===== config.mk =====
export PLATFORM = sky130hd
export DESIGN_NAME = divider_arbiter_flat
export DESIGN_NICKNAME = d
export VERILOG_FILES = /design/src/rtl/divider_arbiter_if.sv /design/src/rtl/divider_arbiter.sv /design/src/flat_wrapper.sv
export SDC_FILE = /design/constraint.sdc
export NUM_CORES = 1
export LEC_CHECK = 0
export CAP_MARGIN = 20
export CORE_MARGIN = 1
export CORE_UTILIZATION = 43
export DETAILED_ROUTE_END_ITERATION = 10
export PLACE_DENSITY = 0.85
export SLEW_MARGIN = 20
export SYNTH_ARGS = -nofsm -noshare
export SYNTH_HDL_FRONTEND = slang
export SYNTH_SLANG_ARGS = --single-unit

===== constraint.sdc =====
create_clock -name CLK -period 2.76 [get_ports CLK]
set_clock_uncertainty 0.2 [all_clocks]
set_input_delay 0.276 -clock CLK [delete_from_list [all_inputs] [get_ports CLK]]
set_output_delay 0.276 -clock CLK [all_outputs]
set_load 0.05 [all_outputs]

===== src/rtl/divider_arbiter_if.sv =====
// Requester-side bus of divider_arbiter: request levels, packed operands,
// and the one-hot acknowledge with its result.
interface divider_arbiter_if #(
  parameter int unsigned DATA_WIDTH = 6,
  parameter int unsigned NUM_REQ    = 2
);
  logic [NUM_REQ-1:0]            req;
  logic [NUM_REQ*DATA_WIDTH-1:0] op1_bus;
  logic [NUM_REQ*DATA_WIDTH-1:0] op2_bus;
  logic [NUM_REQ-1:0]            ack;
  logic [DATA_WIDTH-1:0]         res_data;
  logic                          div_by_zero;

  modport master (
    output req, op1_bus, op2_bus,
    input  ack, res_data, div_by_zero
  );

  modport slave (
    input  req, op1_bus, op2_bus,
    output ack, res_data, div_by_zero
  );
endinterface


===== src/rtl/divider_arbiter.sv =====
// Round-robin sequencer sharing one multi-cycle divider among NUM_REQ clients;
// zero divisors are answered locally with an all-ones result.
module divider_arbiter #(
  parameter int unsigned DATA_WIDTH = 6,
  parameter int unsigned NUM_REQ    = 2
) (
  input  logic                  CLK,
  input  logic                  RST,
  divider_arbiter_if.slave      bus,
  output logic                  busy,
  output logic [DATA_WIDTH-1:0] div_op1,
  output logic [DATA_WIDTH-1:0] div_op2,
  output logic                  div_start,
  input  logic [DATA_WIDTH-1:0] div_result,
  input  logic                  div_done
);

  localparam int unsigned IDX_W = (NUM_REQ > 1) ? $clog2(NUM_REQ) : 1;

  typedef enum logic [1:0] {
    IDLE  = 2'd0,
    ISSUE = 2'd1,
    WAIT  = 2'd2,
    RESP  = 2'd3
  } state_t;

  state_t                state;
  state_t                state_nxt;
  logic [IDX_W-1:0]      rr_ptr;
  logic [IDX_W-1:0]      grant_idx;
  logic [IDX_W-1:0]      sel_idx;
  logic [DATA_WIDTH-1:0] sel_op1;
  logic [DATA_WIDTH-1:0] sel_op2;
  logic [DATA_WIDTH-1:0] res_reg;
  logic                  dbz_reg;
  logic [NUM_REQ-1:0]    ack_vec;
  logic                  wait_armed;
  logic                  done_take;

  function automatic logic [IDX_W-1:0] wrap_add(input logic [IDX_W-1:0] base,
                                                 input int unsigned off);
    int unsigned sum;
    sum = 32'(base) + off;
    if (sum >= NUM_REQ) sum = sum - NUM_REQ;
    return IDX_W'(sum);
  endfunction

  // Descending scan so the requester closest to rr_ptr is written last and wins.
  always_comb begin
    sel_idx = rr_ptr;
    for (int unsigned k = 0; k < NUM_REQ; k++) begin
      if (bus.req[wrap_add(rr_ptr, NUM_REQ - 1 - k)]) begin
        sel_idx = wrap_add(rr_ptr, NUM_REQ - 1 - k);
      end
    end
  end

  assign sel_op1 = bus.op1_bus[32'(sel_idx) * DATA_WIDTH +: DATA_WIDTH];
  assign sel_op2 = bus.op2_bus[32'(sel_idx) * DATA_WIDTH +: DATA_WIDTH];

  // A done seen in the first WAIT cycle may be left over from the previous operation.
  assign done_take = (state == WAIT) && wait_armed && div_done;

  always_ff @(posedge CLK) begin
    if (RST) state <= IDLE;
    else     state <= state_nxt;
  end

  always_comb begin
    state_nxt = state;
    case (state)
      IDLE:    if (|bus.req) state_nxt = (sel_op2 == '0) ? RESP : ISSUE;
      ISSUE:   state_nxt = WAIT;
      WAIT:    if (done_take) state_nxt = RESP;
      RESP:    state_nxt = IDLE;
      default: state_nxt = IDLE;
    endcase
  end

  always_comb begin
    busy      = 1'b0;
    div_start = 1'b0;
    ack_vec   = '0;
    case (state)
      ISSUE: begin
        busy      = 1'b1;
        div_start = 1'b1;
      end
      WAIT:  busy = 1'b1;
      RESP: begin
        busy               = 1'b1;
        ack_vec[grant_idx] = 1'b1;
      end
      default: ;
    endcase
  end

  // Grant capture, result load and round-robin pointer update.
  always_ff @(posedge CLK) begin
    if (RST) begin
      rr_ptr     <= '0;
      grant_idx  <= '0;
      div_op1    <= '0;
      div_op2    <= '0;
      res_reg    <= '0;
      dbz_reg    <= 1'b0;
      wait_armed <= 1'b0;
    end else begin
      wait_armed <= (state == WAIT);
      case (state)
        IDLE: begin
          if (|bus.req) begin
            grant_idx <= sel_idx;
            div_op1   <= sel_op1;
            div_op2   <= sel_op2;
            if (sel_op2 == '0) begin
              res_reg <= '1;
              dbz_reg <= 1'b1;
            end
          end
        end
        WAIT: begin
          if (done_take) begin
            res_reg <= div_result;
            dbz_reg <= 1'b0;
          end
        end
        RESP:    rr_ptr <= wrap_add(grant_idx, 1);
        default: ;
      endcase
    end
  end

  assign bus.ack         = ack_vec;
  assign bus.res_data    = res_reg;
  assign bus.div_by_zero = dbz_reg;

endmodule


===== src/flat_wrapper.sv =====
// flat-port wrapper written by rule: the top's interface ports become plain ports
module divider_arbiter_flat 
#(
  parameter int unsigned DATA_WIDTH = 6,
  parameter int unsigned NUM_REQ    = 2
)
  (CLK, RST, busy, div_op1, div_op2, div_start, div_result, div_done, bus_req, bus_op1_bus, bus_op2_bus, bus_ack, bus_res_data, bus_div_by_zero);
  divider_arbiter_if #(.DATA_WIDTH(DATA_WIDTH), .NUM_REQ(NUM_REQ)) bus_i ();
  input  logic CLK;
  input  logic RST;
  output logic busy;
  output logic [DATA_WIDTH-1:0] div_op1;
  output logic [DATA_WIDTH-1:0] div_op2;
  output logic div_start;
  input  logic [DATA_WIDTH-1:0] div_result;
  input  logic div_done;
  input wire logic [$bits(bus_i.req)-1:0] bus_req;
  input wire logic [$bits(bus_i.op1_bus)-1:0] bus_op1_bus;
  input wire logic [$bits(bus_i.op2_bus)-1:0] bus_op2_bus;
  output wire logic [$bits(bus_i.ack)-1:0] bus_ack;
  output wire logic [$bits(bus_i.res_data)-1:0] bus_res_data;
  output wire logic [$bits(bus_i.div_by_zero)-1:0] bus_div_by_zero;
  assign bus_i.req = bus_req;
  assign bus_i.op1_bus = bus_op1_bus;
  assign bus_i.op2_bus = bus_op2_bus;
  assign bus_ack = bus_i.ack;
  assign bus_res_data = bus_i.res_data;
  assign bus_div_by_zero = bus_i.div_by_zero;
  divider_arbiter #(.DATA_WIDTH(DATA_WIDTH), .NUM_REQ(NUM_REQ)) u_core (.CLK(CLK), .RST(RST), .bus(bus_i), .busy(busy), .div_op1(div_op1), .div_op2(div_op2), .div_start(div_start), .div_result(div_result), .div_done(div_done));
endmodule

## After elaboration in Yosys (flattened, before gate mapping)

Index checks and enable logic that the tools add are counted.

- Bits in registers: 24

- Add/subtract/negate cells: 5
- Multiply operators: 1
- $lt $le $gt $ge: 7
- Equal/unequal tests: 6
- Shift operators: 2
- Muxes and demuxes: 26
- Reduce and logical (&&, ||, !) cells: 11

Operators by type and width:

| kind | count |
|---|---|
| $shiftx 12x5->6 | 2 |
| $mux 6 | 3 |
| $mux 1 | 15 |
| $pmux 6 s2 | 1 |
| $mux 2 | 4 |
| $pmux 2 s4 | 1 |
| $logic_not 6->1 | 1 |
| $lt 1x2->1 const B | 3 |
| $ne 2x1->1 const B | 3 |
| $add 1x1->2 const B | 2 |
| $eq 2x2->1 const B | 2 |
| $ge 2x2->1 const B | 2 |
| $reduce_and 2->1 | 2 |
| $reduce_and 4->1 | 1 |
| $logic_and 1x1->1 | 3 |
| $mul 1x2->3 const B | 1 |
| $reduce_or 3->1 | 1 |
| $sub 1x1->1 const B | 3 |
| $eq 2x1->1 const B | 1 |
| $ge 1x2->1 const B | 1 |
| $logic_not 2->1 | 1 |
| $pmux 1 s2 | 1 |
| $reduce_bool 2->1 | 1 |
| $reduce_or 2->1 | 1 |
| other kinds (2) | 2 |

## Logic depth before layout (Yosys ltp)

Gate-level depths: netlist of run 1.

- Word-level depth: 13
- Depth in mapped cells: 7

## Worst setup path before layout of run 1

No wires, ideal clock.

- Kind: input -> register
- Start point: in bus_op2_bus[5]
- End point: reg u_core.res_reg[0] (netlist: u_core.bus.res_data[0])
- Data arrival time: 1.665 ns
- Path slack: 0.776 ns
- Cell stages on the path: 5
- Buffers on the path: 0
- Cells stage by stage: or4_4 -> a2111oi_4 -> a211oi_2 -> a211o_4 -> o221a_1

- Cells in the longest elaborated chain, start to end: 4

Ends and longest elaborated chain:

| item | RTL line | RTL |
|---|---|---|
| from (decl) | flat_wrapper.sv:19 | `input wire logic [$bits(bus_i.op2_bus)-1:0] bus_op2_bus;` |
| $shiftx 12x5->6 | divider_arbiter.sv:59 | `assign sel_op2 = bus.op2_bus[32'(sel_idx) * DATA_WIDTH +: DATA_WIDTH];` |
| $logic_not 6->1 | divider_arbiter.sv:116 | `if (sel_op2 == '0) begin` |
| $ne 2x1->1 (no source line) | - |  |
| $reduce_and 4->1 (no source line) | - |  |
| to (signal assigned) | divider_arbiter.sv:124 | `res_reg <= div_result;` |
| to (decl) | divider_arbiter.sv:34 | `logic [DATA_WIDTH-1:0] res_reg;` |

Every way passes these cells.
A chain may end at the register's enable or synchronous reset.

## Worst setup path after layout of run 1

- Start point: reg u_core.state[0]
- End point: out busy

- Cells in the longest elaborated chain, start to end: 3
- Elaborated cells between the ends (all ways): 5

Ends and longest elaborated chain:

| item | RTL line | RTL |
|---|---|---|
| from (decl) | divider_arbiter.sv:27 | `state_t state;` |
| from (signal assigned) | divider_arbiter.sv:66 | `else state <= state_nxt;` |
| $eq 2x1->1 / $eq 2x2->1 (equally long branches) | divider_arbiter.sv:84 | `case (state)` |
| $reduce_or 3->1 (no source line) * | - |  |
| $mux 1 * | divider_arbiter.sv:84 |  |
| to (decl) | flat_wrapper.sv:11 | `output logic busy;` |

Every way passes the cells marked *; elsewhere a longest branch is shown, timed or not.

==> results_dict.tcl, run 1 <==
set metrics [dict create \
    grt_pass1_wl_um 4220 \
    hold_violations 0 \
    synth_edf_count 0 \
    antenna_found_initial 0 \
    fin_crit_sh_pct 85.0 \
    fp-row-count 18 \
    cts_sinks 24 \
    cts_max_path_buffers 2 \
    synth.ff_latch_count 24 \
    peakVddDrop_v 0.000976 \
    wl_per_cell_um 13.3 \
    io_buffers 57 \
    worst_pin_slew_ns 0.523 \
    routed-via-count 1073 \
    cp_num_buf_inv 3 \
    cts_inserted_buffers 3 \
    final_cell_mix "57 x clkdlybuf4s50_1, 24 x dfxtp_1, 18 x nor2_1" \
    ant_nets 0 \
    layout-drive-gt1-share_pct 9.71 \
    worstPathArrival_ns 1.87 \
    rsz0062_at_grt "false" \
    grt_max_degree 20 \
    maxCapViolCount 0 \
    swShare_pct 47.4 \
    fp.coreArea_sq_um 2520 \
    fin_setup_tns_ns 0 \
    cp-start-kind "flip-flop" \
    postCtsSetupBuffers 0 \
    setup_violations 0 \
    path_cells "inv_1 -> ha_1 -> inv_1 -> clkdlybuf4s50_1" \
    die_x_um 54.3 \
    cpMostUsedCell "inv_1" \
    drcViolationCount 0 \
    synth_ff_type "dfxtp_1" \
    p_clk_share_pct 12.0 \
    power_switching_mw 0.997 \
    crit_fanout 4 \
    routed_wl_um 2720 \
    max_stage_delay_ns 0.78 \
    gp_congestion 0.739 \
    areaGrowthSynthToFinish_pct 56.7 \
    min_period_ns 2.35 \
    worst_hold_slack_ns 0.299 \
    final_common_cell "clkdlybuf4s50_1" \
    hp-class "flip-flop to flip-flop" \
    power_frac_comb_pct 61.1 \
    finalMaxSlewViolations 0 \
    antenna_cells 0 \
    power.density_nw_per_um2 1140 \
    layout.nets 216 \
    seq_area_frac_synth_pct 40.9 \
    critPathTopFamily "buffers and inverters" \
    drt_iter0_markers 29 \
    async_flop_share_pct 0 \
    status "complete, no violations" \
    io_pins 58 \
    htreeDepth 1 \
    ys.warnings.count 0 \
    cts.repair.resized 0 \
    grt_pass1_vias 1008 \
    dp_hpwl_um 2190 \
    cp-end-kind "output pin" \
    synthCells 116 \
    syn-num-nets 156 \
    yosysUniqueCellTypes 31 \
    grt_overflow 0 \
    seqPwrFrac_pct 26.9 \
    initial_core_util_pct 46.6 \
    worstSetupPathType "flip-flop to output pin" \
    synth.avg_cell_area_sq_um 10.1 \
    fin_total_pwr_mw 2.10 \
    p_int_mw 1.10 \
    grt_usage_pct 20.0 \
    cts_tree "yes" \
    clk_latency_ns 0.31 \
    dieArea_sq_um 2950 \
    slew_headroom_pct 65.1 \
    ff2ff_setup_slack_ns 0.85 \
    critPathSlowestCell "clkdlybuf4s50_1" \
    leakagePower_nw 0.696 \
    routed_via_density 5.23 \
    max_freq_ghz 0.426 \
    clockRootBuffer "clkbuf_4" \
    hold_buffers 0 \
    cp.required_ns 2.28 \
    first_pass_iters 4 \
    syn_area_sq_um 1170 \
    die_y_um 54.3 \
    cts.clk_slew.worst_paths_ns 0.14 \
]
-- final timing paths --
| check | start | end | depth (start not counted) |
|---|---|---|---|
| worst min-delay path | u_core.bus.div_by_zero$_SDFFE_PP0P_ | u_core.bus.div_by_zero$_SDFFE_PP0P_ | 1 |
| worst max register to register | u_core.state[0]$_SDFFE_PP0P_ | u_core.bus.res_data[1]$_SDFFE_PP0P_ | 5 |
| worst min register to register | u_core.bus.div_by_zero$_SDFFE_PP0P_ | u_core.bus.div_by_zero$_SDFFE_PP0P_ | 1 |
| worst max-delay path | u_core.state[0]$_SDFFE_PP0P_ | busy | 4 |
-- layer usage --
layer | global-route usage, % | share of wire (%) | vias to the layer above
met5 | 0 | 0 | -
met4 | 6.41 | 0.74 | 0
met3 | 5.00 | 6.7 | 2
met2 | 35.2 | 50 | 45
met1 | 23.7 | 43 | 482
li1 | - | - | 544
-- state kept, by name, summed over array words and instances, names as in the netlist --
register	cells
u_core.rr_ptr	1
u_core.state	2
u_core.wait_armed	1
u_core.bus.res_data	6
u_core.grant_idx	1
u_core.bus.div_by_zero	1
u_core.div_op2	6
u_core.div_op1	6
-- Yosys cell counts, types with 2 or more instances --
master / number / share of area (%)
a21oi_1: 2 / 0.85
buf_2: 2 / 0.85
nand2_1: 3 / 0.96
nor3_4: 2 / 2.8
o221a_1: 6 / 5.8
dfxtp_1: 24 / 41
clkbuf_1: 4 / 1.3
mux2i_1: 12 / 10
a211oi_1: 13 / 8.3
nor2_1: 18 / 5.8
inv_1: 4 / 1.3
ha_1: 5 / 5.3
nor2b_1: 3 / 1.6
-- per-stage QoR --
| step | util [%] | setup WS [ns] | std cells | instance area [sq um] |
|---|---|---|---|---|
| floorplan | - | 0.776 | 116 | 1170 |
| global placement | 70.9 | 0.287 | 201 | 1790 |
| detailed placement | 70.9 | 0.218 | 201 | 1790 |
| CTS | 73.0 | 0.393 | 205 | 1840 |
| global route | 73.0 | 0.308 | 205 | 1840 |
| finish | 73.0 | 0.414 | 205 | 1840 |
-- power by group through the flow --
stage | clock [mW] | combinational (mW) | sequential (mW)
CTS | 0.258 | 1.29 | 0.567
floorplan | 0 | 0.485 | 0.961
global placement | 0 | 1.26 | 0.568
global route | 0.271 | 1.37 | 0.583
detailed placement | 0 | 1.29 | 0.575
finish | 0.252 | 1.28 | 0.566
-- kinds of logic (layout without fill, tap and decap cells) --
family | count (synthesis) | count (layout) | synth area share (%)
simple gates | 36 | 36 | 17.1
mux | 12 | 12 | 10.2
fa+ha+maj | 5 | 5 | 5.32
buf+inv | 11 | 70 | 3.73
compound gates | 28 | 28 | 22.7
flops | 24 | 24 | 40.9
-- layout make-up --
cell class                      instances  area [sq um]
Timing Repair Buffer                   61           601
Clock buffer                            3          22.5
Multi-Input combinational cell         81           651
Sequential cell                        24           480
Inverter                                5          18.8
Tap cell                               30          37.5
Clock inverter                          1          30.0
Fill cell                             188           682
No activity file was read; power rests on OpenSTA's default activity.
==> run 2: changes to the inputs <==
Settings changed: PLACE_DENSITY 0.85 to 0.92.
==> run 2 against run 1 <==
Register-to-register slack barely moved. Die area is the same. Count of clock-buffer cells in the layout is 1 higher. Hold slack better by 0.0044 ns. Cell count fell by 0.49%. Combinational power about the same. Design area is 1.3% lower. Via count is 1.4% higher. Sequential power rose by 0.7%. Clock power shrank 27%. First-iteration DRC count down 55%.
==> results_dict.tcl, run 2 (same netlist as run 1, synthesis figures left out) <==
set metrics [dict create \
    fin_crit_sh_pct 84.9 \
    cts.repair.resized 0 \
    die_x_um 54.3 \
    routed-via-count 1088 \
    fp.coreArea_sq_um 2520 \
    ant_nets 0 \
    grt_pass1_wl_um 4570 \
    drcViolationCount 0 \
    worstSetupPathType "flip-flop to output pin" \
    hold_start "u_core.bus.div_by_zero$_SDFFE_PP0P_" \
    path_cells "ha_1 -> and2_1 -> clkdlybuf4s50_1" \
    p_int_mw 1.03 \
    cp-end-kind "output pin" \
    gp_congestion 0.751 \
    areaGrowthSynthToFinish_pct 54.6 \
    swShare_pct 49.3 \
    crit_fanout 4 \
    p_clk_share_pct 9.0 \
    max_freq_ghz 0.427 \
    layout.nets 215 \
    finalMaxSlewViolations 0 \
    max_stage_delay_ns 0.80 \
    cts_tree "yes" \
    seqPwrFrac_pct 28.1 \
    final_cell_area_sq_um 1820 \
    hp-class "flip-flop to flip-flop" \
    postCtsSetupBuffers 0 \
    leakagePower_nw 0.684 \
    r2r_cells 7 \
    worstReg2RegStart "u_core.state[0]$_SDFFE_PP0P_" \
    die_y_um 54.3 \
    power_frac_comb_pct 62.9 \
    antenna_cells 0 \
    worstPathArrival_ns 1.87 \
    routed_wl_um 2870 \
    worst_pin_slew_ns 0.524 \
    cp_num_buf_inv 1 \
    hold_buffers 0 \
    dp_hpwl_um 2300 \
    grt_usage_pct 21.8 \
    reg2reg_to "u_core.bus.div_by_zero$_SDFFE_PP0P_" \
    io_buffers 57 \
    min_period_ns 2.34 \
    clockRootBuffer "clkbuf_4" \
    final_common_cell "clkdlybuf4s50_1" \
    antenna_found_initial 0 \
    hold_violations 0 \
    cts.clk_slew.worst_paths_ns 0.13 \
    cp.required_ns 2.28 \
    drt_iter0_markers 13 \
    fillers 185 \
    status "complete, no violations" \
    initial_core_util_pct 46.6 \
    grt_max_degree 26 \
    placed_cell_area_sq_um 1780 \
    hold_depth 1 \
    setup_violations 0 \
    io_pins 58 \
    first_pass_iters 4 \
    final_util_pct 72.0 \
    grt_pass1_vias 1082 \
    dieArea_sq_um 2950 \
    power.density_nw_per_um2 1110 \
    cts_inserted_buffers 3 \
    fin_setup_tns_ns 0 \
    critPathTopFamily "buffers and inverters" \
    slew_headroom_pct 64.9 \
    critPathSlowestCell "clkdlybuf4s50_1" \
    whs_endpoint "u_core.bus.div_by_zero$_SDFFE_PP0P_" \
    maxCapViolCount 0 \
    routed_via_density 5.33 \
    wl_per_cell_um 14.0 \
    peakVddDrop_v 0.000869 \
    fp-row-count 18 \
    final_cell_mix "57 x clkdlybuf4s50_1, 24 x dfxtp_1, 18 x nor2_1" \
    rsz0062_at_grt "false" \
    htreeDepth 1 \
    ff2ff_setup_slack_ns 0.85 \
    cts_sinks 24 \
    clk_latency_ns 0.31 \
    cp-start-kind "flip-flop" \
    power_switching_mw 0.999 \
    layout-drive-gt1-share_pct 9.20 \
    grt_overflow 0 \
    cts_max_path_buffers 2 \
]
run 2: cell types whose count changed in the layout (fill, tap and decap cells not counted), sizes merged:
cell / previous run / this run
clkbuf: 3 / 4
buf: 4 / 3
bufinv: 1 / 0
run 2: worst max-delay path by stage:
| stage | from | end | slack [ns] | depth (start not counted) |
|---|---|---|---|---|
| 2_1_floorplan | bus_op2_bus[5] | u_core.bus.res_data[0]$_SDFFE_PP0P_ | 0.78 | 5 |
| 3_3_place_gp | bus_op2_bus[5] | u_core.bus.res_data[3]$_SDFFE_PP0P_ | 0.28 | 6 |
| 3_5_place_dp | bus_op2_bus[5] | u_core.bus.res_data[4]$_SDFFE_PP0P_ | 0.21 | 6 |
| 4_1_cts | u_core.state[1]$_SDFFE_PP0P_ | bus_ack[0] | 0.41 | 3 |
| 5_1_grt | u_core.state[1]$_SDFFE_PP0P_ | bus_ack[1] | 0.32 | 3 |
| 6_report | u_core.state[1]$_SDFFE_PP0P_ | bus_ack[1] | 0.42 | 3 |
run 2: worst register-to-register path: stages (launching register included):
cell and delay [ns]:
dfxtp_1 0.35, inv_1 0.12, ha_1 0.34, inv_2 0.08
nor2_1 0.11, buf_4 0.26, nor4b_1 0.28, a31o_1 0.13
run 2: per-layer routing:
layer / wire length [um] / track usage, % / up-vias
met5: 0 / 0 / -
met3: 270 / 6.94 / 4
met1: 1180 / 25.1 / 493
met4: 33 / 9.40 / 0
met2: 1380 / 36.6 / 49
li1: - / - / 542
run 2: through the flow:
stage	setup slack [ns]	total power, mW	cells	hold slack [ns]
final	0.417	2.03	204	0.303
after floorplan	0.776	1.45	116	0.241
after global placement	0.285	1.81	200	0.275
after global routing	0.319	2.15	204	0.337
after CTS	0.407	2.04	204	0.308
after detailed placement	0.212	1.85	200	0.278
run 2: final cells by class:
| cell class | instances | area [sq um] | share of cell area, % |
|---|---|---|---|
| timing repair buffer | 60 | 593 | 32.6 |
| clock buffer | 4 | 36.3 | 2.00 |
| multi-input combinational | 81 | 651 | 35.8 |
| sequential | 24 | 480 | 26.4 |
| inverter | 5 | 18.8 | 1.03 |
| tap | 30 | 37.5 | 2.07 |
run 2: power by group through the flow:
stage / combinational [mW] / clock, mW / sequential [mW]
3_3_place_gp: 1.25 / 0 / 0.569
5_1_grt: 1.36 / 0.205 / 0.587
3_5_place_dp: 1.27 / 0 / 0.579
4_1_cts: 1.28 / 0.189 / 0.571
6_report: 1.27 / 0.183 / 0.570
2_1_floorplan: 0.485 / 0 / 0.961
==> run 3: changes to the inputs <==
Settings changed: CORE_UTILIZATION 43 to 40, PLACE_DENSITY 0.92 to 0.87.
Clock period 2.76 ns to 2.3 ns, I/O delays scaled along.
==> run 3 against run 2 <==
Count of clock-buffer cells in the layout decreased by 1. Clock power increased by 72%. Die area rose by 7.2%. Sequential cell count unchanged. Non-clock buffer count increased by 4. Global-route usage fell by 0.21 points. Largest power group unchanged. Critical path depth is the same. Cell count increased by 2.5%. Hold slack better by 0.0056 ns. Core utilization down 4.6 points. Power up 25%.
==> results_dict.tcl, run 3 (same netlist as run 1, synthesis figures left out) <==
set metrics [dict create \
    swShare_pct 48.0 \
    power_frac_comb_pct 60.7 \
    clockRootBuffer "clkbuf_4" \
    grt_max_degree 21 \
    seqPwrFrac_pct 26.9 \
    cts_inserted_buffers 3 \
    cp.required_ns 1.87 \
    critPathSlowestCell "clkdlybuf4s50_1" \
    cts_sinks 24 \
    cts_max_path_buffers 2 \
    leakagePower_nw 0.722 \
    final_cell_area_sq_um 1860 \
    fin_crit_sh_pct 94.2 \
    worstSetupPathType "flip-flop to output pin" \
    dp.cells 205 \
    crit_fanout 4 \
    die_x_um 56.2 \
    fp-row-count 19 \
    io_buffers 57 \
    cp-end-kind "output pin" \
    worstPathArrival_ns 1.74 \
    drcViolationCount 0 \
    gp_congestion 0.756 \
    min_period_ns 2.17 \
    maxCapViolCount 0 \
    final_common_cell "clkdlybuf4s50_1" \
    final_util_pct 67.5 \
    grt_pass1_vias 1214 \
    drt_iter0_markers 18 \
    first_pass_iters 4 \
    slew_headroom_pct 64.3 \
    grt_usage_pct 21.6 \
    postCtsSetupBuffers 0 \
    grt_overflow 0 \
    power.density_nw_per_um2 1360 \
    antenna_cells 0 \
    max_freq_ghz 0.462 \
    initial_core_util_pct 42.6 \
    peakVddDrop_v 0.00106 \
    routed_wl_um 3090 \
    clk_latency_ns 0.33 \
    fin_cells 209 \
    max_stage_delay_ns 0.79 \
    rsz0062_at_grt "false" \
    power_switching_mw 1.22 \
    cts_tree "yes" \
    dieArea_sq_um 3160 \
    cp-start-kind "flip-flop" \
    cts.clk_slew.worst_paths_ns 0.14 \
    fp.coreArea_sq_um 2760 \
    ff2ff_setup_slack_ns 0.40 \
    wl_per_cell_um 14.8 \
    io_pins 58 \
    finalMaxSlewViolations 0 \
    final_cell_mix "54 x clkdlybuf4s50_1, 24 x dfxtp_1, 18 x nor2_1" \
    antenna_found_initial 0 \
    hold_violations 0 \
    status "complete, no violations" \
    dp_hpwl_um 2480 \
    path_cells "inv_1 -> ha_1 -> clkdlybuf4s50_1" \
    layout-drive-gt1-share_pct 11.2 \
    setup_violations 0 \
    fin_total_pwr_mw 2.54 \
    htreeDepth 1 \
    placed_cell_area_sq_um 1810 \
    ant_nets 0 \
    p_clk_share_pct 12.4 \
    routed-via-count 1120 \
    worst_pin_slew_ns 0.534 \
    p_int_mw 1.32 \
    grt_pass1_wl_um 5220 \
    die_y_um 56.2 \
    hp-class "flip-flop to flip-flop" \
    layout.nets 219 \
    routed_via_density 5.36 \
    areaGrowthSynthToFinish_pct 58.4 \
]
==> run 3: power groups by stage <==
| stage | sequential, mW | combinational, mW | clock (mW) |
|---|---|---|---|
| after floorplan | 1.15 | 0.582 | 0 |
| after global routing | 0.702 | 1.63 | 0.336 |
| after global placement | 0.680 | 1.52 | 0 |
| after detailed placement | 0.690 | 1.56 | 0 |
| after CTS | 0.682 | 1.55 | 0.320 |
| final | 0.683 | 1.54 | 0.315 |
==> run 3: worst paths after layout <==
kind	startpoint	endpoint	depth (start not counted)
min	u_core.div_op1[3]$_SDFFE_PP0P_	u_core.div_op1[3]$_SDFFE_PP0P_	2
min reg2reg	u_core.div_op1[3]$_SDFFE_PP0P_	u_core.div_op1[3]$_SDFFE_PP0P_	2
max	u_core.state[1]$_SDFFE_PP0P_	div_start	3
max reg2reg	u_core.state[0]$_SDFFE_PP0P_	u_core.bus.res_data[1]$_SDFFE_PP0P_	6
==> run 3: area by class of cell <==
type,count,area [sq um]
clock inverters,1,30.0
fillers,224,897
flip-flops and latches,24,480
clock buffers,3,22.5
repair buffers,64,619
inverters,5,18.8
well taps,31,38.8
multi-input cells,81,651
==> run 3: repair_timing <==
item                                    4_1_cts  5_1_grt
resized for setup                             3        0
endpoints found under the setup margin        3        0
hold buffers                                  0        0
==> run 3: metrics by stage <==
stage / worst slack (ns) / hold WS (ns) / TNS [ns]
3_3_place_gp: -0.121 / 0.276 / -0.862
5_1_grt: 0.0722 / 0.316 / 0
2_1_floorplan: 0.362 / 0.195 / 0
3_5_place_dp: -0.184 / 0.293 / -1.34
6_report: 0.134 / 0.309 / 0
4_1_cts: 0.120 / 0.312 / 0
==> run 3: layer usage <==
layer / part of all wire, % / up-vias / GRT usage (%)
li1: - / 553 / -
met1: 38 / 515 / 21.3
met2: 52 / 46 / 40.5
met3: 7.7 / 6 / 6.05
met4: 2.2 / 0 / 10.8
met5: 0 / - / 0
==> run 3: worst max-delay path: cells and delay by family (launching register included) <==
family	cells	cell delay, ns
buf+inv	2	0.90
fa+ha+maj	1	0.15
flops	1	0.36
